`src/rtl/if_id_skid_reg_pkg.sv`:
```
// ============================================================================
// Module : if_id_skid_reg_pkg
// Brief  : Shared types and constants for the IF/ID skid register.
// Rev    : 1.0
// ============================================================================
`default_nettype none

package if_id_skid_reg_pkg;

   localparam int          XLEN     = 32;
   localparam logic [31:0] NOP_INST = 32'h0000_0013;

   typedef struct packed {
      logic            valid;
      logic [XLEN-1:0] pc;
      logic [XLEN-1:0] pc4;
      logic [31:0]     inst;
   } if_id_entry_t;

endpackage

`default_nettype wire

```
`src/rtl/if_id_skid_reg_pipe_entry_reg.sv`:
```
// ============================================================================
// Module : pipe_entry_reg
// Brief  : One pipeline entry {valid, pc, pc4, inst} with load and clear.
// Rev    : 1.0
// ============================================================================
`default_nettype none

module pipe_entry_reg
   import if_id_skid_reg_pkg::*;
#(
   parameter int          N        = 32,
   parameter logic [N-1:0] RESET_PC = '0
) (
   input  logic         clk,
   input  logic         rst,
   input  logic         load,
   input  logic         clear,
   input  logic [N-1:0] d_pc,
   input  logic [N-1:0] d_pc4,
   input  logic [31:0]  d_inst,
   output logic         q_valid,
   output logic [N-1:0] q_pc,
   output logic [N-1:0] q_pc4,
   output logic [31:0]  q_inst
);

   // Clear only drops the valid bit; the payload holds its last value.
   always_ff @(posedge clk or negedge rst) begin
      if (!rst) begin
         q_valid <= 1'b0;
         q_pc    <= RESET_PC;
         q_pc4   <= RESET_PC;
         q_inst  <= NOP_INST;
      end else if (clear) begin
         q_valid <= 1'b0;
      end else if (load) begin
         q_valid <= 1'b1;
         q_pc    <= d_pc;
         q_pc4   <= d_pc4;
         q_inst  <= d_inst;
      end
   end

endmodule

`default_nettype wire

```
`src/rtl/if_id_skid_reg.sv`:
```
// ============================================================================
// Module : if_id_skid_reg
// Brief  : IF/ID boundary register with 2-entry skid buffer and flush.
//          Optional performance counters under IFID_PERF_CNT_EN.
// Rev    : 1.0
// ============================================================================
`default_nettype none

module if_id_skid_reg
   import if_id_skid_reg_pkg::*;
#(
   parameter int          N        = 32,
   parameter logic [N-1:0] RESET_PC = '0
) (
   input  logic         clk,
   input  logic         rst,
   input  logic         in_valid,
   output logic         in_ready,
   input  logic [N-1:0] in_pc,
   input  logic [N-1:0] in_pc4,
   input  logic [31:0]  in_inst,
   output logic         out_valid,
   input  logic         out_ready,
   output logic [N-1:0] out_pc,
   output logic [N-1:0] out_pc4,
   output logic [31:0]  out_inst,
`ifdef IFID_PERF_CNT_EN
   output logic [31:0]  stall_cnt,
   output logic [31:0]  flush_cnt,
`endif
   input  logic         flush
);

   logic         main_valid, skid_valid;
   logic [N-1:0] main_pc, main_pc4, skid_pc, skid_pc4;
   logic [31:0]  main_inst, skid_inst;
   logic         push, pop;
   logic         main_load, main_clear, skid_load, skid_clear;
   logic [N-1:0] main_d_pc, main_d_pc4;
   logic [31:0]  main_d_inst;

   // Ready depends only on skid occupancy, so decode stalls never reach fetch combinationally.
   assign in_ready  = ~skid_valid;
   assign out_valid = main_valid;
   assign push      = in_valid & in_ready;
   assign pop       = main_valid & out_ready;

   always_comb begin
      main_load   = 1'b0;
      main_clear  = 1'b0;
      skid_load   = 1'b0;
      skid_clear  = 1'b0;
      main_d_pc   = in_pc;
      main_d_pc4  = in_pc4;
      main_d_inst = in_inst;
      if (flush) begin
         main_clear = 1'b1;
         skid_clear = 1'b1;
      end else if (skid_valid) begin
         // Full: fetch is blocked, so the only move is skid -> main on pop.
         if (pop) begin
            main_load   = 1'b1;
            skid_clear  = 1'b1;
            main_d_pc   = skid_pc;
            main_d_pc4  = skid_pc4;
            main_d_inst = skid_inst;
         end
      end else begin
         if (push && (!main_valid || pop))
            main_load = 1'b1;
         else if (push)
            skid_load = 1'b1;
         else if (pop)
            main_clear = 1'b1;
      end
   end

   pipe_entry_reg #(.N(N), .RESET_PC(RESET_PC)) u_main (
      .clk     (clk),
      .rst     (rst),
      .load    (main_load),
      .clear   (main_clear),
      .d_pc    (main_d_pc),
      .d_pc4   (main_d_pc4),
      .d_inst  (main_d_inst),
      .q_valid (main_valid),
      .q_pc    (main_pc),
      .q_pc4   (main_pc4),
      .q_inst  (main_inst)
   );

   pipe_entry_reg #(.N(N), .RESET_PC(RESET_PC)) u_skid (
      .clk     (clk),
      .rst     (rst),
      .load    (skid_load),
      .clear   (skid_clear),
      .d_pc    (in_pc),
      .d_pc4   (in_pc4),
      .d_inst  (in_inst),
      .q_valid (skid_valid),
      .q_pc    (skid_pc),
      .q_pc4   (skid_pc4),
      .q_inst  (skid_inst)
   );

   assign out_pc   = main_pc;
   assign out_pc4  = main_pc4;
   assign out_inst = main_valid ? main_inst : NOP_INST;

`ifdef IFID_PERF_CNT_EN
   // A main entry popped in the flush cycle was consumed, not discarded.
   always_ff @(posedge clk or negedge rst) begin
      if (!rst) begin
         stall_cnt <= 32'd0;
         flush_cnt <= 32'd0;
      end else begin
         if (main_valid && !out_ready)
            stall_cnt <= stall_cnt + 32'd1;
         if (flush)
            flush_cnt <= flush_cnt + 32'(skid_valid) + 32'(main_valid & ~out_ready);
      end
   end
`endif

endmodule

`default_nettype wire

```
`config.mk`:
```
export PLATFORM = sky130hd
export DESIGN_NAME = if_id_skid_reg
export DESIGN_NICKNAME = d
export VERILOG_FILES = /design/src/rtl/if_id_skid_reg_pkg.sv /design/src/rtl/if_id_skid_reg_pipe_entry_reg.sv /design/src/rtl/if_id_skid_reg.sv
export SDC_FILE = /design/constraint.sdc
export NUM_CORES = 1
export LEC_CHECK = 0
export ABC_AREA = 1
export BUFFER_PORTS_ARGS = -buffer_cell sky130_fd_sc_hd__clkbuf_2
export CAP_MARGIN = 40
export CORE_UTILIZATION = 35
export DETAILED_ROUTE_END_ITERATION = 10
export SLEW_MARGIN = 10
export SYNTH_ARGS = -nofsm -noshare
export SYNTH_HDL_FRONTEND = slang
export SYNTH_SLANG_ARGS = --single-unit
```
`constraint.sdc`:
```
create_clock -name clk -period 1.9 [get_ports clk]
set_input_delay 0 -clock clk [delete_from_list [all_inputs] [get_ports clk]]
set_output_delay 0 -clock clk [all_outputs]
set_load 0.02 [all_outputs]
```
Yosys cells after proc, flatten, opt, wreduce, memory -nomap -nowiden:

Cells that the tools add are included.

* output and inout bits: 98
* bits in writable memories: 0
* bits in read-only memories: 0
* register bits: 194
* memories: 0
* bits in latches: 0

* $add $sub $neg: 0
* multipliers: 0
* multiplexer cells: 28
* bitwise logic cells: 5
* div/mod/pow operators: 0
* shift operators: 0
* reduce and logical (&&, ||, !) cells: 7
* equal/unequal tests: 0
* order comparisons: 0

Operator list (number)
* 32-bit two-way mux: 10
* 1-bit two-way mux: 18
* 2-bit AND reduction: 2
* 2-bit nonzero test: 2
* 1-bit inverter: 3
* 1-bit bitwise AND: 2
* 1-bit logical AND: 1
* 1-bit zero test: 1
* 1-bit logical OR: 1

Logic depth before layout (Yosys ltp):

* depth in word-level cells: 8
* depth in mapped cells: 10

Modules after synthesis:

From an unflattened synthesis, not the netlist that was laid out.

* cell total of the unflattened synthesis: 1242
* area total of the unflattened synthesis: 9417.8 sq um

By module, submodules not included
* pipe_entry_reg: area an instance 3854.9 sq um, cells each 420, times used 2
* if_id_skid_reg: area an instance 1707.9 sq um, cells each 402, times used 1

Least setup slack after synthesis:

OpenSTA, ideal clock, no wires.

* path kind: register to register
* start: register u_main.q_valid
* end: register u_main.q_pc4[0]
* setup time: 117 ps
* arrival: 1338 ps
* cell stages (with the launch flop): 11
* slack: 445 ps
* path through: dfrtp_1 -> buf_2 -> nand2_2 -> inv_2 -> nand2_2 -> buf_4 -> buf_2 -> nand2_1 -> nand2_1 -> nand2_1 -> nand2_1

* word-level cells in the longest chain between the ends: 8
* elaborated cells between the ends (all ways): 17

Ends and longest elaborated chain
* start, declared: RTL line if_id_skid_reg_pipe_entry_reg.sv:21 `output logic q_valid,`
* start signal, assigned: RTL line if_id_skid_reg_pipe_entry_reg.sv:30 `q_valid <= 1'b0;`
* start signal, assigned: RTL line if_id_skid_reg_pipe_entry_reg.sv:35 `q_valid <= 1'b0;`
* start signal, assigned: RTL line if_id_skid_reg_pipe_entry_reg.sv:37 `q_valid <= 1'b1;`
* 1-bit bitwise AND / 1-bit zero test (equally long branches): RTL line if_id_skid_reg.sv:46, if_id_skid_reg.sv:69
* 1-bit two-way mux / 1-bit logical OR (equally long branches): RTL line if_id_skid_reg.sv:61, if_id_skid_reg.sv:73, if_id_skid_reg.sv:69
* 1-bit two-way mux / 1-bit logical AND (equally long branches): RTL line if_id_skid_reg.sv:71, if_id_skid_reg.sv:69
* 1-bit two-way mux: RTL line if_id_skid_reg.sv:69 `if (push && (!main_valid || pop))`
* 1-bit two-way mux: RTL line if_id_skid_reg.sv:59 `end else if (skid_valid) begin`
* 1-bit two-way mux: RTL line if_id_skid_reg.sv:56 `if (flush) begin`
* 1-bit inverter (no source line)
* 2-bit AND reduction (no source line)
* end signal, assigned: RTL line if_id_skid_reg_pipe_entry_reg.sv:39 `q_pc4 <= d_pc4;`
* end, declared: RTL line if_id_skid_reg_pipe_entry_reg.sv:23 `output logic [N-1:0] q_pc4,`

Parallel ways exist; a longest one is shown, timed or not.
A chain may end at the register's enable or synchronous reset.

Worst setup path in the final report:

* start: register u_main.q_valid
* end: output out_inst[4]

* word-level cells in the longest chain between the ends: 1

Ends and longest elaborated chain
* 32-bit two-way mux: RTL line if_id_skid_reg.sv:108 `assign out_inst = main_valid ? main_inst : NOP_INST;`
* end, declared: RTL line if_id_skid_reg.sv:26 `output logic [31:0] out_inst,`

Every way passes these cells.

==> out/qor.yml <==
drtIter0Drc: 635
layout_min_cycle_time_ns: 1.78
io_pins: 199
hold_viol: 0
final_cells: 1824
fp.dieW_um: 164
final_cell_mix: "nand2_1 (512), clkbuf_2 (197), nand3_1 (192), dfrtp_1 (188), inv_1 (129)"
drv_slew: 0
met3WireLength_um: 1400
max_freq_mhz: 561
grt_remaining_overflow: 0
clk_pin_slew_ns: 0.08
routed.top_layer: "met5"
layout-drive-gt1-share: 0.180
ant_nets: 0
rsz0062_at_grt: "no"
core_area_um2: 25900
grt_first_pass_wirelength_um: 41900
io_buffers: 198
tritoncts: "yes"
initial_core_util: 0.356
grt_max_degree: 128
die_h_um: 164
synth_top_cell_by_area: "dfrtp_1"
antenna_found_initial: 1
setup_viol_count_final: 0
p_per_area_nw_per_um2: 961
min_path_type: "in2async"
run_status: "finished, final reports clean"
diodes: 0
cts_sinks: 194
ys_seq_elements: 194
h-tree-depth: 4
critPathMaxFanout: 31
max_cap_violations: 0
setup.worst_path.class: "reg2out"
drt-vias-per-instance: 4.63
max_slew_margin: 0.568
syn-num-nets: 1326
wl_per_cell_um: 14.0
cts.repair.resized: 0
ys_seq_area_frac: 0.527
crit_required_ns: 1.90
r2r_cells: 4
cts_buffers: 17
synth_area_leaders: "dfrtp_1 (51%), nand2_1 (21%), nand3_1 (10%)"
fin_skew_ns: 0.00821
layout_commonest_cell: "nand2_1"
clk_latency_ns: 0.43
critPathLaunch: "u_main.q_valid$_DFFE_PN0P_"
worstSetupStartpointType: "flip-flop"
final_area_um2: 12200
vias: 8454
dpl.hpwl_um: 15200
totalWireLength_um: 25600
end_kind: "output port"
synthToLayoutAreaGrowth_pct: 32.1
r2r-start: "u_main.q_valid$_DFFE_PN0P_"
syn_inst: 1225
grt_pass1_vias: 8049
ctsRootBufferMaster: "clkbuf_16"
wl_met1_um: 12000
arrival_ns: 1.78
place_congestion: 0.764
synthDistinctLibCells: 18
ys_warn_count: 0
vdd_drop_max_v: 0.000434
clk_path_buf_depth: 2
dp_cells: 1692
synth.top_cell.area_share: 0.510
drc: 0
num_rows: 59
finalNetCount: 1577
tns_ns: 0
wl_met2_um: 11900
synthesis.area_um2: 9220
placed_cell_area_um2: 10600
syn_avg_cell_area_um2: 7.53
period_share: 0.938
power_leakage_nw: 7.00
die_area_um2: 27000
grt_use_total: 0.195
worstMarginPinSlew_ns: 0.648
dr.pass1.iters: 5
## routing by layer
layer  up-vias  track usage
met3        20       0.0414
li1       4292            -
met4         2       0.0421
met1      3926        0.273
met2       214        0.308
met5         -            0
## timing repair
action / in CTS / in global routing
hold buffers: 100 / 0
hold endpoints to repair: 382 / 0
setup buffers: 0 / 0
## Yosys cell counts
cell      instances
nand2_1         512
nand3_1         193
dfrtp_1         188
inv_1           129
o21ai_0          96
buf_2            48
clkbuf_1         24
buf_4             7
buf_1             6
dfstp_2           6
inv_2             3
nand2_2           3
or2_2             3
nor2_1            2
nor3_1            2
buf_6             1
nand3_2           1
nor2_4            1
## layout make-up
cell class                      count  area, um^2
Fill cell                        2527       13700
Multi-Input combinational cell    813        3480
Clock buffer                       17         425
Inverter                          132         497
Tap cell                          335         419
Timing Repair Buffer              318        2300
Clock inverter                     15         188
Sequential cell                   194        4860
## metrics by stage
| stage | hold WS [ns] | util | power [mW] | setup WS [ns] |
|---|---|---|---|---|
| global placement | 0.00264 | 0.408 | 7.82 | 0.323 |
| floorplan | -0.296 | - | 6.96 | 0.445 |
| CTS | 0.106 | 0.470 | 11.9 | 0.0935 |
| finish | 0.108 | 0.470 | 11.7 | 0.118 |
| global route | 0.134 | 0.470 | 12.4 | 0.0103 |
| detailed placement | 0.00393 | 0.408 | 7.89 | 0.291 |
## worst paths after layout
check	end	slack, ns
worst max register to register	u_main.q_valid$_DFFE_PN0P_	0.19
worst min register to register	u_main.q_inst[0]$_DFFE_PN1P_	0.48
min in group clk	u_main.q_pc4[22]$_DFFE_PN0P_	0.23
max in group asynchronous	u_main.q_pc[29]$_DFFE_PN0P_	1.12
worst max-delay path	out_inst[4]	0.12
worst min-delay path	u_main.q_inst[13]$_DFFE_PN0P_	0.11
## state kept, by name, indices dropped and copies added, names as in the netlist
signal,cells
u_main.q_valid,1
u_skid.q_pc4,32
u_main.q_pc,32
u_skid.q_inst,32
u_skid.q_valid,1
u_skid.q_pc,32
u_main.q_inst,32
u_main.q_pc4,32
## report_power, final
part | total (mW) | leakage [nW] | switching (mW) | internal [mW]
combinational | 2.41 | 4.28 | 1.46 | 0.955
clock | 3.74 | 0.299 | 1.83 | 1.91
sequential | 5.55 | 2.42 | 0.503 | 5.05
total | 11.7 | 7.00 | 3.79 | 7.91
## critical path, stage by stage (launching register included)
cell and delay, ns:
dfrtp_1 0.40, buf_4 0.39, inv_1 0.11, or2_2 0.29
clkbuf_2 0.15
## cells by family after synthesis
| group | share of synthesized area |
|---|---|
| AOI/OAI and AO/OA | 0.0521 |
| and+or+nand+nor | 0.322 |
| buffers and inverters | 0.0989 |
| DFF | 0.527 |
Power figures use the tool's default switching activity.
